[config.mk]
export PLATFORM = sky130hd
export DESIGN_NAME = leg_shift_sequencer
export DESIGN_NICKNAME = d
export VERILOG_FILES = /design/src/rtl/leg_alu_pkg.sv /design/src/rtl/leg_shift_step.sv /design/src/rtl/leg_shift_sequencer.sv
export SDC_FILE = /design/constraint.sdc
export NUM_CORES = 1
export LEC_CHECK = 0
export CAP_MARGIN = 20
export CORE_MARGIN = 1.5
export CORE_UTILIZATION = 35
export DETAILED_ROUTE_END_ITERATION = 7
export HOLD_SLACK_MARGIN = 0.06
export PLACE_DENSITY_LB_ADDON = 0.3
export RECOVER_POWER = 100
export SYNTH_ARGS = -nofsm -noshare
export SYNTH_HDL_FRONTEND = slang
export SYNTH_SLANG_ARGS = --single-unit
[constraint.sdc]
create_clock -name clk -period 3.8 [get_ports clk]
set_input_delay 0.76 -clock clk [delete_from_list [all_inputs] [get_ports clk]]
set_output_delay 0.76 -clock clk [all_outputs]
set_load 0.02 [all_outputs]
[src/rtl/leg_alu_pkg.sv]
// Shared constants for the LEG ALU shift path: op codes, data width,
// per-cycle shift limit and the sequencer state encoding.
package leg_alu_pkg;

  localparam int WIDTH    = 8;
  localparam int MAX_STEP = 4;

  localparam logic [1:0] SHIFT_LSL = 2'b00;
  localparam logic [1:0] SHIFT_LSR = 2'b01;
  localparam logic [1:0] SHIFT_ASR = 2'b10;
  localparam logic [1:0] SHIFT_ROR = 2'b11;

  typedef enum logic [1:0] {
    IDLE  = 2'd0,
    SHIFT = 2'd1,
    DONE  = 2'd2
  } state_e;

endpackage

[src/rtl/leg_shift_step.sv]
// Combinational shift of an 8-bit operand by 0..4 positions for LSL/LSR/ASR/ROR,
// returning the last bit shifted out (step 0 passes the operand with carry 0).
module leg_shift_step
  import leg_alu_pkg::*;
(
  input  logic [1:0]       op,
  input  logic [7:0]       din,
  input  logic [2:0]       step,
  output logic [7:0]       dout,
  output logic             carry_out
);

  logic [8:0]  lsl_ext;
  logic [8:0]  lsr_ext;
  logic [8:0]  asr_ext;
  logic [15:0] ror_ext;

  // One guard bit on the exit side catches the last bit shifted out.
  always_comb begin
    lsl_ext = {1'b0, din} << step;
    lsr_ext = {din, 1'b0} >> step;
    asr_ext = 9'($signed({din, 1'b0}) >>> step);
    ror_ext = {din, din} >> step;
  end

  always_comb begin
    dout      = din;
    carry_out = 1'b0;
    case (op)
      SHIFT_LSL: begin
        dout      = lsl_ext[7:0];
        carry_out = lsl_ext[8];
      end
      SHIFT_LSR: begin
        dout      = lsr_ext[8:1];
        carry_out = lsr_ext[0];
      end
      SHIFT_ASR: begin
        dout      = asr_ext[8:1];
        carry_out = asr_ext[0];
      end
      default: begin
        dout      = ror_ext[7:0];
        carry_out = ror_ext[7];
      end
    endcase
    if (step == 3'd0) begin
      dout      = din;
      carry_out = 1'b0;
    end
  end

endmodule

[src/rtl/leg_shift_sequencer.sv]
// Multi-cycle shift/rotate sequencer: splits an 8-bit shift count into steps
// of at most four positions and hands back result, carry and zero flags.
//
//   state | meaning
//   IDLE  | ready for a request; in_ready high
//   SHIFT | applying one step of up to MAX_STEP positions per clock
//   DONE  | result held with out_valid until out_ready
module leg_shift_sequencer
  import leg_alu_pkg::*;
(
  input  logic             clk,
  input  logic             rst,
  input  logic             in_valid,
  output logic             in_ready,
  input  logic [1:0]       op,
  input  logic [WIDTH-1:0] value,
  input  logic [7:0]       amount,
  output logic             out_valid,
  input  logic             out_ready,
  output logic [WIDTH-1:0] result,
  output logic             carry,
  output logic             zero
);

  state_e     state_q, state_d;
  logic [7:0] acc_q, acc_d;
  logic [3:0] rem_q, rem_d;
  logic       carry_q, carry_d;
  logic [1:0] op_q, op_d;

  logic [3:0] eff;
  logic [2:0] step;
  logic [7:0] step_res;
  logic       step_carry;

  // Rotates wrap modulo 8; plain shifts saturate at 8 (everything shifted out).
  always_comb begin
    if (op == SHIFT_ROR)
      eff = {1'b0, amount[2:0]};
    else if (amount > 8'd8)
      eff = 4'd8;
    else
      eff = amount[3:0];
  end

  always_comb begin
    if (rem_q > 4'(MAX_STEP))
      step = 3'(MAX_STEP);
    else
      step = rem_q[2:0];
  end

  leg_shift_step u_step (
    .op        (op_q),
    .din       (acc_q),
    .step      (step),
    .dout      (step_res),
    .carry_out (step_carry)
  );

  always_comb begin
    state_d = state_q;
    acc_d   = acc_q;
    rem_d   = rem_q;
    carry_d = carry_q;
    op_d    = op_q;
    case (state_q)
      IDLE: begin
        if (in_valid) begin
          op_d    = op;
          acc_d   = value;
          rem_d   = eff;
          carry_d = 1'b0;
          state_d = (eff == 4'd0) ? DONE : SHIFT;
        end
      end
      SHIFT: begin
        acc_d   = step_res;
        rem_d   = rem_q - {1'b0, step};
        carry_d = step_carry;
        if (rem_q == {1'b0, step})
          state_d = DONE;
      end
      DONE: begin
        if (out_ready)
          state_d = IDLE;
      end
      default: state_d = IDLE;
    endcase
  end

  always_ff @(posedge clk) begin
    if (rst) begin
      state_q <= IDLE;
      acc_q   <= 8'h00;
      rem_q   <= 4'd0;
      carry_q <= 1'b0;
      op_q    <= SHIFT_LSL;
    end else begin
      state_q <= state_d;
      acc_q   <= acc_d;
      rem_q   <= rem_d;
      carry_q <= carry_d;
      op_q    <= op_d;
    end
  end

  assign in_ready  = (state_q == IDLE);
  assign out_valid = (state_q == DONE);
  assign result    = acc_q;
  assign carry     = carry_q;
  // Gated so the flag reads 0 out of reset even though acc is 0 there.
  assign zero      = out_valid && (acc_q == 8'h00);

endmodule

Word-level counts from Yosys, hierarchy flattened --
Cells that the tools add are included.
Word-level totals: input port bits 22, output and inout bits 12, bits in registers 17
Cells by class: $add $sub $neg 1, multiplexer cells 18, reduce and logical (&&, ||, !) cells 11, equal/unequal tests 10, magnitude comparators 2, shift operators 4
Operators by type and width (number):
- one-hot mux 8 bit (3 select lines) | 1
- 2-to-1 mux 8 bit | 2
- one-hot mux 8 bit (2 select lines) | 1
- >> shifter 16 x 3 -> 8 bit | 1
- 2-to-1 mux 4 bit | 3
- << shifter 8 x 3 -> 9 bit | 1
- >> shifter 9 x 3 -> 9 bit | 1
- >>> shifter 9 x 3 -> 9 bit | 1
- > comparator 8 x 4 -> 1 bit, second input constant | 1
- logical NOT 8 bit | 1
- 2-to-1 mux 2 bit | 4
- one-hot mux 4 bit (2 select lines) | 1
- equality test 2 bit, second input constant | 3
- inequality test 2 bit, second input constant | 3
- one-hot mux 2 bit (3 select lines) | 1
- AND reduction 3 bit | 2
- equality test 2 x 1 -> 1 bit, second input constant | 2
- equality test 4 x 3 -> 1 bit | 1
- > comparator 4 x 3 -> 1 bit, second input constant | 1
- logical NOT 2 bit | 2
- logical NOT 4 bit | 1
- AND reduction 2 bit | 2
- subtractor 4 x 3 -> 4 bit | 1
- logical NOT 3 bit | 1
- other kinds (7) | 8

Logic depth before layout (Yosys ltp) --
Gate-level depths: netlist of the first run.
depth after elaboration 7, depth in mapped cells 10

Modules after synthesis --
From an unflattened synthesis of the first run, not the netlist that was laid out.
Unflattened totals: cell total of the unflattened synthesis 258, area total of the unflattened synthesis 1923.1 um^2
By module, submodules not included:
- leg_shift_step | sequential area each 0.0 um^2, area each 1047.3 um^2, cells an instance 149, instances 1
- leg_shift_sequencer | sequential area each 340.3 um^2, area each 875.8 um^2, cells an instance 109, instances 1

Least setup slack after synthesis of the first run --
OpenSTA, ideal clock, no wires.
path type input-to-reg, start input amount[6], end register state_q[0], setup slack 1728 ps, arrival time 1944 ps, buffers on the path 0, data required time 3672 ps, library setup time 128 ps, cell stages on the path 5, path through or4_1 o21a_1 nor4_1 a2bb2oi_1 nor2_1
Between the ends: word-level cells in the longest chain between the ends 7
Ends and longest elaborated chain:
- start, declared | line leg_shift_sequencer.sv:17 | input logic [7:0] amount,
- > comparator 8 x 4 -> 1 bit | line leg_shift_sequencer.sv:40 | else if (amount > 8'd8)
- 2-to-1 mux 4 bit | line leg_shift_sequencer.sv:40
- 2-to-1 mux 4 bit | line leg_shift_sequencer.sv:38 | if (op == SHIFT_ROR)
- logical NOT 4 bit | line leg_shift_sequencer.sv:74 | state_d = (eff == 4'd0) ? DONE : SHIFT;
- 2-to-1 mux 2 bit | line leg_shift_sequencer.sv:74
- 2-to-1 mux 2 bit | line leg_shift_sequencer.sv:69 | if (in_valid) begin
- one-hot mux 2 bit (3 select lines) | line leg_shift_sequencer.sv:67 | case (state_q)
- end signal, assigned | line leg_shift_sequencer.sv:100 | state_q <= state_d;
- end, declared | line leg_shift_sequencer.sv:25 | state_e state_q, state_d;
No other way between the ends. The select of a mux whose other input is x is not followed. A chain may end at the register's enable or synchronous reset.

Worst setup path after layout of the first run --
start register acc_q[0], in the netlist result[0], end output zero
Between the ends: word-level cells in the longest chain between the ends 2
Ends and longest elaborated chain:
- start, declared | line leg_shift_sequencer.sv:26 | logic [7:0] acc_q, acc_d;
- start signal, assigned | line leg_shift_sequencer.sv:95 | acc_q <= 8'h00;
- start signal, assigned | line leg_shift_sequencer.sv:101 | acc_q <= acc_d;
- logical NOT 8 bit | line leg_shift_sequencer.sv:113 | assign zero = out_valid && (acc_q == 8'h00);
- logical AND 1 bit | line leg_shift_sequencer.sv:113
- end, declared | line leg_shift_sequencer.sv:22 | output logic zero
No other way between the ends.

==> flow_summary.json, run 1 <==
{
  "status": "complete, no violations",
  "diodes": 0,
  "netlist_top_cells_area": "dfxtp_1, mux4_2, mux2i_1",
  "avgRoutedWirePerCell_um": 16.1,
  "drc": 0,
  "finalNonFillerCells": 311,
  "path_clk_slew_ns": 0.06,
  "antenna_found_initial": 0,
  "final_cell_mix": "nor2_1, nand2_1, clkdlybuf4s50_1",
  "vias": 1790,
  "cts_resized": 0,
  "grt_use_total": 0.200,
  "cts.sinks": 17,
  "cts-hold-fix-buffers": 0,
  "max_cap_violations": 0,
  "numPortBuffers": 33,
  "routed_via_density": 5.76,
  "grt-ovfl-total": 0,
  "worstSetupPathType": "reg2out",
  "clockBufferDepth": 2,
  "finalMaxSlewViolations": 0,
  "syn-instance-count": 228,
  "yosys_most_used_dff": "dfxtp_1",
  "relSlewSlack": 0.526,
  "clkLatencyLatePin_ns": 0.25,
  "io_pins": 34,
  "path_cells": "nor4_1 > and3_1 > dlygate4sd3_1",
  "nNetsFinal": 269,
  "ant_nets": 0,
  "path_max_fanout": 14,
  "leakage_nw": 0.745,
  "critPathArrivalTime_ns": 1.97,
  "first_pass_iters": 4,
  "cts_tree": "built",
  "setup.worst_path.end_class": "output pin",
  "synth_area_per_cell_um2": 7.65,
  "place_inst": 307,
  "hold_viol": 0,
  "fin_crit_sh": 0.717,
  "die_h_um": 73.6,
  "grt_max_degree": 29,
  "ys.warnings.count": 0,
  "synth-seq-cells": 17,
  "cts_root_buffer": "clkbuf_8",
  "critPathLaunchType": "flop",
  "slowest_stage": "dlygate4sd3_1",
  "power_density_nw_per_um2": 302,
  "numCtsBuffers": 3,
  "synth_seq_area_share": 0.195,
  "drtIter0Drc": 134,
  "area_delta_synth_final_pct": 20.8,
  "row_count": 25,
  "synth.largest_area_cell": "dfxtp_1",
  "coreArea_um2": 4750,
  "final.setup.worst_slack_ns": 1.07,
  "wirelength_mm": 5.01,
  "dpl.hpwl_mm": 3.67,
  "yosysTopAreaCellShare": 0.195,
  "final.setup.tns_ns": 0,
  "period_minus_slack_ns": 2.73,
  "crit_path_max_incr_delay_ns": 0.67,
  "die_area_um2": 5420,
  "setup_viol": 0,
  "synthDistinctLibCells": 59,
  "final_common_cell": "nor2_1",
  "worst_ep_required_time_ns": 3.04,
  "grt_pass1_wl_mm": 8.39,
  "h-tree-depth": 1,
  "power_uw": 636,
  "hold_class": "reg2reg",
  "gp_congestion": 0.880,
  "peakVddDrop_uv": 140,
  "drive_above_1_share": 0.0943,
  "rsz0062_at_grt": "no",
  "final_core_util": 0.443,
  "synth-edff-count": 0,
  "dp_slack_ns": 1.06,
  "syn_area_um2": 1740,
  "die_w_um": 73.6,
  "max_freq_mhz": 367,
  "start_util": 0.367,
  "syn_nets": 252,
  "post_cts_buffers": 0,
  "skew_ns": 0.00107,
  "worst_pin_slew_ns": 0.710,
  "async_flop_share": 0,
  "grt_pass1_vias": 1664
}
-- power breakdown --
group	switching (mW)	internal [mW]	leakage, nW
Sequential	0.0498	0.195	0.140
Clock	0.0596	0.0743	0.0228
Combinational	0.134	0.123	0.582
-- final timing paths --
kind | slack [ns] | cells after the start | startpoint | to
max | 1.07 | 3 | result[0] | zero
max reg2reg | 1.16 | 6 | rem_q[1] | carry
min reg2reg | 0.46 | 2 | carry | carry
min | 0.46 | 2 | carry | carry
-- synth_stat cells, drive strengths merged, types with 2 or more instances --
master,number
and3,3
inv,4
nand2b,6
a221oi,5
mux2,4
a21oi,14
nor2,25
conb,2
and2,2
o21ai,15
o211ai,4
mux2i,9
a2bb2oi,2
clkbuf,13
dfxtp,17
or3,2
mux4,7
nor4,5
a2111oi,6
nand3,2
nor2b,8
ha,2
o21bai,2
a211oi,2
nand2,19
o21a,2
o2111ai,2
o31ai,2
buf,12
or2,2
nor3,9
-- registers in the layout (all words and copies together), names as in the netlist --
| signal | cells |
|---|---|
| result | 8 |
| rem_q | 4 |
| op_q | 2 |
| state_q | 2 |
| carry | 1 |
-- cell type report --
class | instances | area, um^2
clock buffer | 4 | 45.0
fill | 521 | 2650
inverter | 4 | 15.0
multi-input combinational | 182 | 1270
sequential | 17 | 340
tap | 67 | 83.8
timing repair buffer | 37 | 357
-- per-layer routing --
| layer | global-route usage | vias to the layer above | share of wire |
|---|---|---|---|
| met5 | 0 | - | 0 |
| met4 | 0.0823 | 0 | 0.021 |
| met3 | 0.0165 | 10 | 0.056 |
| met2 | 0.304 | 66 | 0.46 |
| met1 | 0.291 | 832 | 0.46 |
| li1 | - | 882 | - |
-- per-stage QoR --
stage / cell area [um^2] / hold slack, ns
2_1_floorplan: 1740 / 0.505
3_3_place_gp: 2070 / 0.445
3_5_place_dp: 2070 / 0.449
4_1_cts: 2120 / 0.465
5_1_grt: 2110 / 0.514
6_report: 2110 / 0.457
-- cells by family (layout without fill, tap and decap cells) --
logic type / Yosys count / in the layout / share of synthesized area
compound gates: 69 / 69 / 0.281
xor+xnor: 1 / 1 / 0.00502
fa+ha+maj: 2 / 2 / 0.0143
buf+inv: 29 / 45 / 0.0746
flops: 17 / 17 / 0.195
mux: 20 / 20 / 0.168
other cells: 2 / 2 / 0.00431
simple gates: 88 / 88 / 0.258
-- critical path: cells and delay by family, from the launching register on --
family | cells | cell delay (ns)
AND/OR/NAND/NOR | 2 | 0.58
flip-flops | 1 | 0.47
buffers and inverters | 1 | 0.67
(Power assumes the default switching activity.)
==> inputs of run 2 (changes only) <==
==> constraint.sdc (replaced) <==
create_clock -name clk -period 2.2 [get_ports clk]
set_input_delay 0.44 -clock clk [delete_from_list [all_inputs] [get_ports clk]]
set_output_delay 0.44 -clock clk [all_outputs]
set_load 0.02 [all_outputs]
==> run 2 against run 1 <==
  * Utilization is 3.8 points higher
  * Cell count increased by 6.8%
  * Non-clock buffer count increased by 21
  * Worst hold slack better by 0.0045 ns
  * Sequential share of layout area shrank 1.3 points
  * Critical path type is now reg2reg
  * Highest routed layer unchanged
==> flow_summary.json, run 2 (synthesis results as in run 1) <==
{
  "status": "complete, no violations",
  "crit_path_max_incr_delay_ns": 0.68,
  "hold_viol": 0,
  "power_density_nw_per_um2": 512,
  "period_minus_slack_ns": 2.04,
  "clkLatencyLatePin_ns": 0.25,
  "relSlewSlack": 0.599,
  "worstSetupPathType": "reg2reg",
  "path_cells": "clkbuf_1 > mux4_2 > nor2_1 > a211oi_1 > a21oi_1 > a211oi_1",
  "coreArea_um2": 4750,
  "slowest_stage": "dfxtp_1",
  "largest_reg_flops": 8,
  "peakVddDrop_uv": 296,
  "leakage_nw": 0.851,
  "h-tree-depth": 1,
  "finalNonFillerCells": 332,
  "die_h_um": 73.6,
  "avgRoutedWirePerCell_um": 16.7,
  "final.setup.worst_slack_ns": 0.158,
  "dpl.hpwl_mm": 4.16,
  "finalMaxSlewViolations": 0,
  "grt_pass1_wl_mm": 9.07,
  "setup_viol": 0,
  "path_clk_slew_ns": 0.07,
  "gp_congestion": 0.900,
  "post_cts_buffers": 0,
  "fin_crit_sh": 0.928,
  "cts-hold-fix-buffers": 0,
  "die_area_um2": 5420,
  "critPathLaunchType": "flop",
  "cts_tree": "built",
  "final_common_cell": "nor2_1",
  "numCtsBuffers": 3,
  "ant_nets": 0,
  "critPathArrivalTime_ns": 2.16,
  "diodes": 0,
  "wirelength_mm": 5.53,
  "cts_resized": 1,
  "cts.sinks": 17,
  "start_util": 0.367,
  "drc": 0,
  "grt_pass1_vias": 1835,
  "grt-ovfl-total": 0,
  "dp_slack_ns": -0.0416,
  "grt_use_total": 0.216,
  "max_freq_mhz": 490,
  "io_pins": 34,
  "path_max_fanout": 12,
  "numPortBuffers": 33,
  "cts_root_buffer": "clkbuf_8",
  "final_cell_mix": "nor2_1, buf_4, clkdlybuf4s50_1",
  "place_inst": 328,
  "row_count": 25,
  "clockBufferDepth": 2,
  "power_mw": 1.17,
  "fill_cells": 503,
  "routed_via_density": 5.88,
  "drive_above_1_share": 0.174,
  "max_cap_violations": 0,
  "antenna_found_initial": 0,
  "nNetsFinal": 290,
  "final.setup.tns_ns": 0,
  "die_w_um": 73.6,
  "first_pass_iters": 6,
  "drtIter0Drc": 328,
  "hold_class": "reg2reg",
  "area_delta_synth_final_pct": 31.1,
  "setup.worst_path.end_class": "flop",
  "rsz0062_at_grt": "no",
  "grt_max_degree": 26,
  "worst_ep_required_time_ns": 2.32,
  "crit_top_cell": "a211oi_1",
  "skew_ns": 0.00577,
  "worst_pin_slew_ns": 0.586,
  "vias": 1953
}
==> run 2: changes by cell type in the layout (fill, tap and decap cells not counted) <==
cell             delta
nor4_1              -1
clkbuf_1            +1
dlygate4sd3_1       -2
o21ai_1             +1
buf_12              +1
clkdlybuf4s50_1     +1
a2111oi_1           +1
nor4_2              +1
nor2b_1             -1
nor2b_4             +1
o21ai_0             -1
a2111oi_0           -1
buf_4              +20
==> run 2: worst max-delay path, delay by kind of cell (launching register included) <==
kind	cells	cell delay, ns
compound gates	3	0.32
mux	1	0.54
flops	1	0.68
simple gates	1	0.10
buf+inv	1	0.26
==> run 2: layout make-up <==
| type | count | area [um^2] | share of cell area |
|---|---|---|---|
| clock buffer | 4 | 45.0 | 0.0197 |
| inverter | 4 | 15.0 | 0.00657 |
| multi-input combinational | 182 | 1280 | 0.560 |
| tap | 67 | 83.8 | 0.0367 |
| sequential | 17 | 340 | 0.149 |
| timing repair buffer | 58 | 520 | 0.228 |
==> run 2: worst paths after layout <==
path | to | from | depth (start not counted) | slack [ns]
max | result[2] | rem_q[1] | 6 | 0.16
min | carry | carry | 2 | 0.46
max reg2reg | result[2] | rem_q[1] | 6 | 0.16
min reg2reg | carry | carry | 2 | 0.46
==> run 2: stage by stage <==
step | utilization | instance area (um^2) | hold slack, ns
after global placement | 0.472 | 2240 | 0.443
final | 0.481 | 2290 | 0.461
after floorplan | - | 1740 | 0.505
after CTS | 0.483 | 2290 | 0.466
after global routing | 0.481 | 2290 | 0.501
after detailed placement | 0.472 | 2240 | 0.457
==> run 2: report_power, final <==
| part | internal (mW) | total, mW | switching, mW | leakage, nW |
|---|---|---|---|---|
| Combinational | 0.258 | 0.572 | 0.313 | 0.688 |
| Sequential | 0.336 | 0.366 | 0.0298 | 0.140 |
| Clock | 0.128 | 0.233 | 0.105 | 0.0228 |
==> run 2: routing by layer <==
layer,share of wire,up-vias,wire length [um],global-route usage
li1,-,929,-,-
met1,0.44,907,2430,0.291
met2,0.48,101,2640,0.361
met3,0.061,16,336,0.0151
met4,0.022,0,120,0.0782
met5,0,-,0,0
